**src/rtl/multadd_pkg.sv**
```systemverilog
`default_nettype none
// ============================================================================
// Module  : multadd_pkg
// Brief   : Shared definitions for the multadd datapath and its sequencer:
//           ALU op encodings, sequencer state encoding, op normalisation.
// Revision: 1.0  initial release
// ============================================================================
package multadd_pkg;

  // ALU op encodings shared with the multadd datapath
  localparam logic [1:0] MA_ADD = 2'b00;
  localparam logic [1:0] MA_SUB = 2'b01;
  localparam logic [1:0] MA_MUL = 2'b10;
  localparam logic [1:0] MA_RSV = 2'b11;

  // Sequencer states
  typedef enum logic [1:0] {
    IDLE  = 2'd0,
    ISSUE = 2'd1,
    DRAIN = 2'd2
  } state_e;

  // Reserved encoding behaves as add
  function automatic logic [1:0] ma_op_map(input logic [1:0] op);
    return (op == MA_RSV) ? MA_ADD : op;
  endfunction

endpackage
`default_nettype wire

```
**src/rtl/multadd_seq.sv**
```systemverilog
`default_nettype none
// ============================================================================
// Module  : multadd_seq
// Brief   : Per-lane vector sequencer. Accepts one vector instruction, walks
//           the elements through two VRF read ports into multadd, and writes
//           multadd's registered result back (per element, or one FMA sum).
// Revision: 1.0  initial release
// ============================================================================
module multadd_seq
  import multadd_pkg::*;
#(
  parameter int vdw_p   = 32,
  parameter int els_p   = 8,
  parameter int vregs_p = 8,
  localparam int EAW    = $clog2(els_p),
  localparam int RAW    = $clog2(vregs_p),
  localparam int AW     = RAW + EAW
) (
  input  logic             clk_i,
  input  logic             reset_i,
  input  logic             v_i,
  output logic             ready_o,
  input  logic [1:0]       op_i,
  input  logic             fma_i,
  input  logic [RAW-1:0]   vd_i,
  input  logic [RAW-1:0]   vs1_i,
  input  logic [RAW-1:0]   vs2_i,
  input  logic [EAW:0]     len_i,
  output logic [AW-1:0]    r0_addr_o,
  output logic [AW-1:0]    r1_addr_o,
  input  logic [vdw_p-1:0] r0_data_i,
  input  logic [vdw_p-1:0] r1_data_i,
  output logic [vdw_p-1:0] ma_a_o,
  output logic [vdw_p-1:0] ma_b_o,
  output logic [1:0]       ma_op_o,
  output logic             ma_use_fma_o,
  output logic             ma_fma_first_o,
  input  logic [vdw_p-1:0] ma_data_i,
  output logic             w_v_o,
  output logic [AW-1:0]    w_addr_o,
  output logic [vdw_p-1:0] w_data_o,
  output logic             done_o
);

  localparam logic [EAW:0] c_els = (EAW + 1)'(els_p);

  state_e           r_state;
  logic [EAW-1:0]   r_cnt;
  logic [1:0]       r_op;
  logic             r_fma;
  logic [RAW-1:0]   r_vd;
  logic [RAW-1:0]   r_vs1;
  logic [RAW-1:0]   r_vs2;
  logic [EAW:0]     r_len;

  logic [EAW:0]     w_len_clamp;
  logic [EAW:0]     w_len_m1;
  logic             w_last;

  assign w_len_clamp = (len_i > c_els) ? c_els : len_i;
  assign w_len_m1    = r_len - (EAW + 1)'(1);
  assign w_last      = ({1'b0, r_cnt} == w_len_m1);

  // The write data is multadd's registered result, passed straight through
  assign w_data_o = ma_data_i;

  // Instruction latch, element counter and state sequencing
  always_ff @(posedge clk_i) begin
    if (reset_i) begin
      r_state <= IDLE;
      r_cnt   <= '0;
      r_op    <= MA_ADD;
      r_fma   <= 1'b0;
      r_vd    <= '0;
      r_vs1   <= '0;
      r_vs2   <= '0;
      r_len   <= '0;
    end else begin
      case (r_state)
        IDLE: begin
          if (v_i) begin
            r_op    <= ma_op_map(op_i);
            r_fma   <= fma_i;
            r_vd    <= vd_i;
            r_vs1   <= vs1_i;
            r_vs2   <= vs2_i;
            r_len   <= w_len_clamp;
            r_cnt   <= '0;
            r_state <= (w_len_clamp == '0) ? DRAIN : ISSUE;
          end
        end
        ISSUE: begin
          r_cnt <= r_cnt + EAW'(1);
          if (w_last) r_state <= DRAIN;
        end
        DRAIN:   r_state <= IDLE;
        default: r_state <= IDLE;
      endcase
    end
  end

  // Output decode; write/done are squashed while reset is asserted so an
  // aborted instruction produces nothing further
  always_comb begin
    ready_o        = (r_state == IDLE);
    r0_addr_o      = '0;
    r1_addr_o      = '0;
    ma_a_o         = '0;
    ma_b_o         = '0;
    ma_op_o        = r_op;
    ma_use_fma_o   = 1'b0;
    ma_fma_first_o = 1'b0;
    w_v_o          = 1'b0;
    w_addr_o       = '0;
    done_o         = 1'b0;
    case (r_state)
      ISSUE: begin
        r0_addr_o      = {r_vs1, r_cnt};
        r1_addr_o      = {r_vs2, r_cnt};
        ma_a_o         = r0_data_i;
        ma_b_o         = r1_data_i;
        ma_use_fma_o   = r_fma;
        ma_fma_first_o = r_fma && (r_cnt == '0);
        ma_op_o        = r_fma ? MA_ADD : r_op;
        // Result of the previous element emerges from multadd this cycle
        if (!r_fma && (r_cnt != '0)) begin
          w_v_o    = !reset_i;
          w_addr_o = {r_vd, r_cnt - EAW'(1)};
        end
      end
      DRAIN: begin
        done_o = !reset_i;
        if (r_len != '0) begin
          w_v_o    = !reset_i;
          w_addr_o = r_fma ? {r_vd, {EAW{1'b0}}} : {r_vd, w_len_m1[EAW-1:0]};
        end
      end
      default: ;
    endcase
  end

endmodule
`default_nettype wire

```
**config.mk**
```make
export PLATFORM = sky130hd
export DESIGN_NAME = multadd_seq
export DESIGN_NICKNAME = d
export VERILOG_FILES = /design/src/rtl/multadd_pkg.sv /design/src/rtl/multadd_seq.sv
export SDC_FILE = /design/constraint.sdc
export NUM_CORES = 1
export LEC_CHECK = 0
export ABC_CLOCK_PERIOD_IN_PS = 2300
export BUFFER_PORTS_ARGS = -buffer_cell sky130_fd_sc_hd__buf_2
export CORE_AREA = 5 5 88 90
export CTS_BUF_LIST = sky130_fd_sc_hd__clkbuf_4 sky130_fd_sc_hd__clkbuf_8
export DETAILED_ROUTE_END_ITERATION = 8
export DIE_AREA = 0 0 93 95
export PLACE_DENSITY = 0.72
export SETUP_SLACK_MARGIN = 0.5
export SKIP_LAST_GASP = 1
export SYNTH_ARGS = -nofsm -noshare
export SYNTH_HDL_FRONTEND = slang
export SYNTH_SLANG_ARGS = --single-unit
```
**constraint.sdc**
```tcl
create_clock -name clk_i -period 2.3 [get_ports clk_i]
set_clock_uncertainty 0.2 [all_clocks]
set_input_delay 0.23 -clock clk_i [delete_from_list [all_inputs] [get_ports clk_i]]
set_output_delay 0.23 -clock clk_i [all_outputs]
set_load 0.02 [all_outputs]
```
==> key figures <==
Run status
  • Status: finished clean

Layout
  • Layout Cells excl Fill: 510
  • Filler cells: 582
  • Synth-to-Final Area Change: 115%
  • Antenna cells: 0
  • Final Cell Area: 4120 um2
  • Fin nets: 552
  • Share of post-route cells with drive strength above 1: 75.9%

Floorplanning
  • Rows: 31
  • Die Ht: 95 um
  • Initial core utilization: 27.4%
  • Die area: 8840 um2
  • IO Pins: 236
  • DIE WIDTH: 93 um
  • Core Footprint: 6980 um2

Clocking
  • Clock Latency Late Sink: 260 ps
  • Clock buffer depth: 2
  • Total CTS buffers: 3
  • H-tree Lvls: 1
  • CTS sink cnt: 21
  • Worst-path clk slew: 80 ps
  • CTS tree: done
  • CTS root buf: clkbuf_8

Run
  • MaxCap Viol Count: 0

Power
  • PD cells: 853 nW/um2
  • Leakage power: 1.98 nW
  • Final Power: 3.51 mW
  • VDD IR max: 0.484 mV

Synth
  • Post-synth EDFFs: 0
  • Syn Inst Count: 261
  • Top cells by area, synth: and2_1 26%, dfxtp_1 22%, buf_4 14%
  • Syn_nets: 384
  • Cell Area, Synth: 1910 um2
  • XOR/XNOR share of the synthesized area: 2.62%
  • Synth Area per Inst: 7.33 um2
  • FFs w/ async S/R, synth: 0%
  • Cell accounting for the most synthesized area: and2_1
  • Top FF cell, synth: dfxtp_1
  • Area fraction in compound gates after synthesis: 11.7%
  • Adder-cell share of the synthesized area: 5.23%
  • Ys Warns: 0
  • Simple-Gate Fraction of Synth Area: 39.6%
  • Count of cell types in the netlist: 33
  • Multiplexer share of the synthesized area: 0%
  • Largest family of logic cells by synthesized area: simple AND/OR/NAND/NOR gates
  • FF+latch count, synth: 21
  • Seq/Total Area, Yosys: 22.0%
  • Post-synth top cells: 80 x and2_1, 35 x buf_4, 28 x nand2_1
  • Yosys top cell area share: 26.2%
  • Count leader, synth: and2_1

Drt
  • Per-cell routed wire length: 18.6 um
  • DRC violations left: 0
  • Final wirelength: 9.47 mm
  • Post-DRT Antenna Nets: 0
  • DR pass1 iterations: 5
  • DR vias/cell: 4.75
  • Drt initial violations: 63
  • Vias: 2424

Global routing
  • GRT Util Overall: 17.3%
  • Grt total ovfl: 0
  • First-pass GRT wire length: 12.2 mm
  • Initial antenna violation count: 0
  • Largest net degree at the start of global routing: 26
  • Vias in the first global route: 2319

Timing
  • Rel. slew slack: 70.2%
  • Fin crit share: 91.5%
  • Fin. Hold Viols: 0
  • Final setup TNS: 0 ps
  • RSZ-0062 raised after global routing: true
  • Fmax: 0.475 GHz
  • Final worst path period need: 2110 ps
  • Final Max Slew Viols: 0
  • Tightest Pin Transition: 446 ps
  • Setup violators final: 0

Placed design
  • Dpl cells: 467
  • Port Buffer Count: 171
  • Post-DP HPWL: 5.57 mm
  • Routability cong.: 0.886
  • Area post-placement: 2570 um2

Setup path
  • Arr. time, crit path: 1680 ps
  • Worst setup EP type: output pin
  • CP Max Fanout: 5
  • Worst Path Required: 1870 ps
  • Worst reg-to-reg path cell count: 6
  • Kind of critical path: register to output pin
  • Critical path launch point type: register

Hold path
  • Hold depth: 3
  • Worst min path class: primary input to register
[metal layers]
layer  vias up  track usage (%)  wire (um)
met5         -                0          0
met4         0             6.35        176
met3        25             6.29        824
met2       120             32.0       5250
met1      1146             18.0       3220
li1       1133                -          -
[report_power, final]
group	switching [mW]	internal (mW)	leakage (nW)
sequential	0.0543	0.425	0.176
combinational	1.23	1.56	1.78
clock	0.126	0.121	0.0255
[timing repair]
item                                    CTS  global route
gates resized for setup                 183           134
buffers inserted                         16            10
hold endpoints to repair                  3             1
pin swaps                                17            21
gates cloned                              4             5
endpoints found under the setup margin   91           103
hold buffers                              3             1
[kinds of logic (layout without fill, tap and decap cells)]
logic type	count (synthesis)	after routing
xor gates and xnor gates	4	4
and+or+nand+nor	134	134
AOI/OAI and AO/OA	35	35
DFF	21	21
adders and majority gates	8	8
buffers and inverters	59	226
[sequential cells by signal (all words and copies together), names as in the netlist]
signal	flops
r_len	4
r_cnt	3
r_vd	3
r_vs1	3
r_vs2	3
r_op	2
r_state	2
r_fma	1
[layout by cell type, fill, tap and decap left out, types with 7 or more instances in the layout]
| cell | instances |
|---|---|
| a21oi_1 | 19 |
| and2_4 | 76 |
| buf_12 | 9 |
| buf_2 | 84 |
| buf_4 | 15 |
| buf_6 | 91 |
| dfxtp_1 | 13 |
| dfxtp_2 | 7 |
| nand2_1 | 26 |
[critical path: stages (launching register included)]
cell	delay, ps
dfxtp_2	380
inv_1	100
ha_1	370
a21boi_2	270
and2_4	190
buf_6	110
[stage by stage]
| stage | util, % | hold slack [ps] | setup slack, ps |
|---|---|---|---|
| after global placement | 36.8 | 236 | 219 |
| after global routing | 59.0 | 6.34 | 125 |
| final | 59.0 | 1.26 | 195 |
| after floorplan | - | 166 | 510 |
| after CTS | 49.9 | 0.788 | 248 |
| after detailed placement | 36.8 | 242 | 127 |
[area by class of cell]
class	count	area [um2]	share of cell area, %
multi-input cells	181	1490	36.1
well taps	82	103	2.49
inverters	10	48.8	1.18
repair buffers	212	2000	48.6
clock inverters	1	5.00	0.122
flip-flops and latches	21	433	10.5
clock buffers	3	41.3	1.00
[path summary, 6_finish.rpt]
kind / startpoint / endpoint / slack (ps)
hold reg to reg: r_vd[1] / r_vd[1] / 260
setup reg to reg: r_len[1] / r_state[0] / 430
setup / recovery: r_state[0] / w_addr_o[3] / 190
hold / removal: vs1_i[2] / r_vs1[2] / 1
No activity file was read; power rests on OpenSTA's default activity.
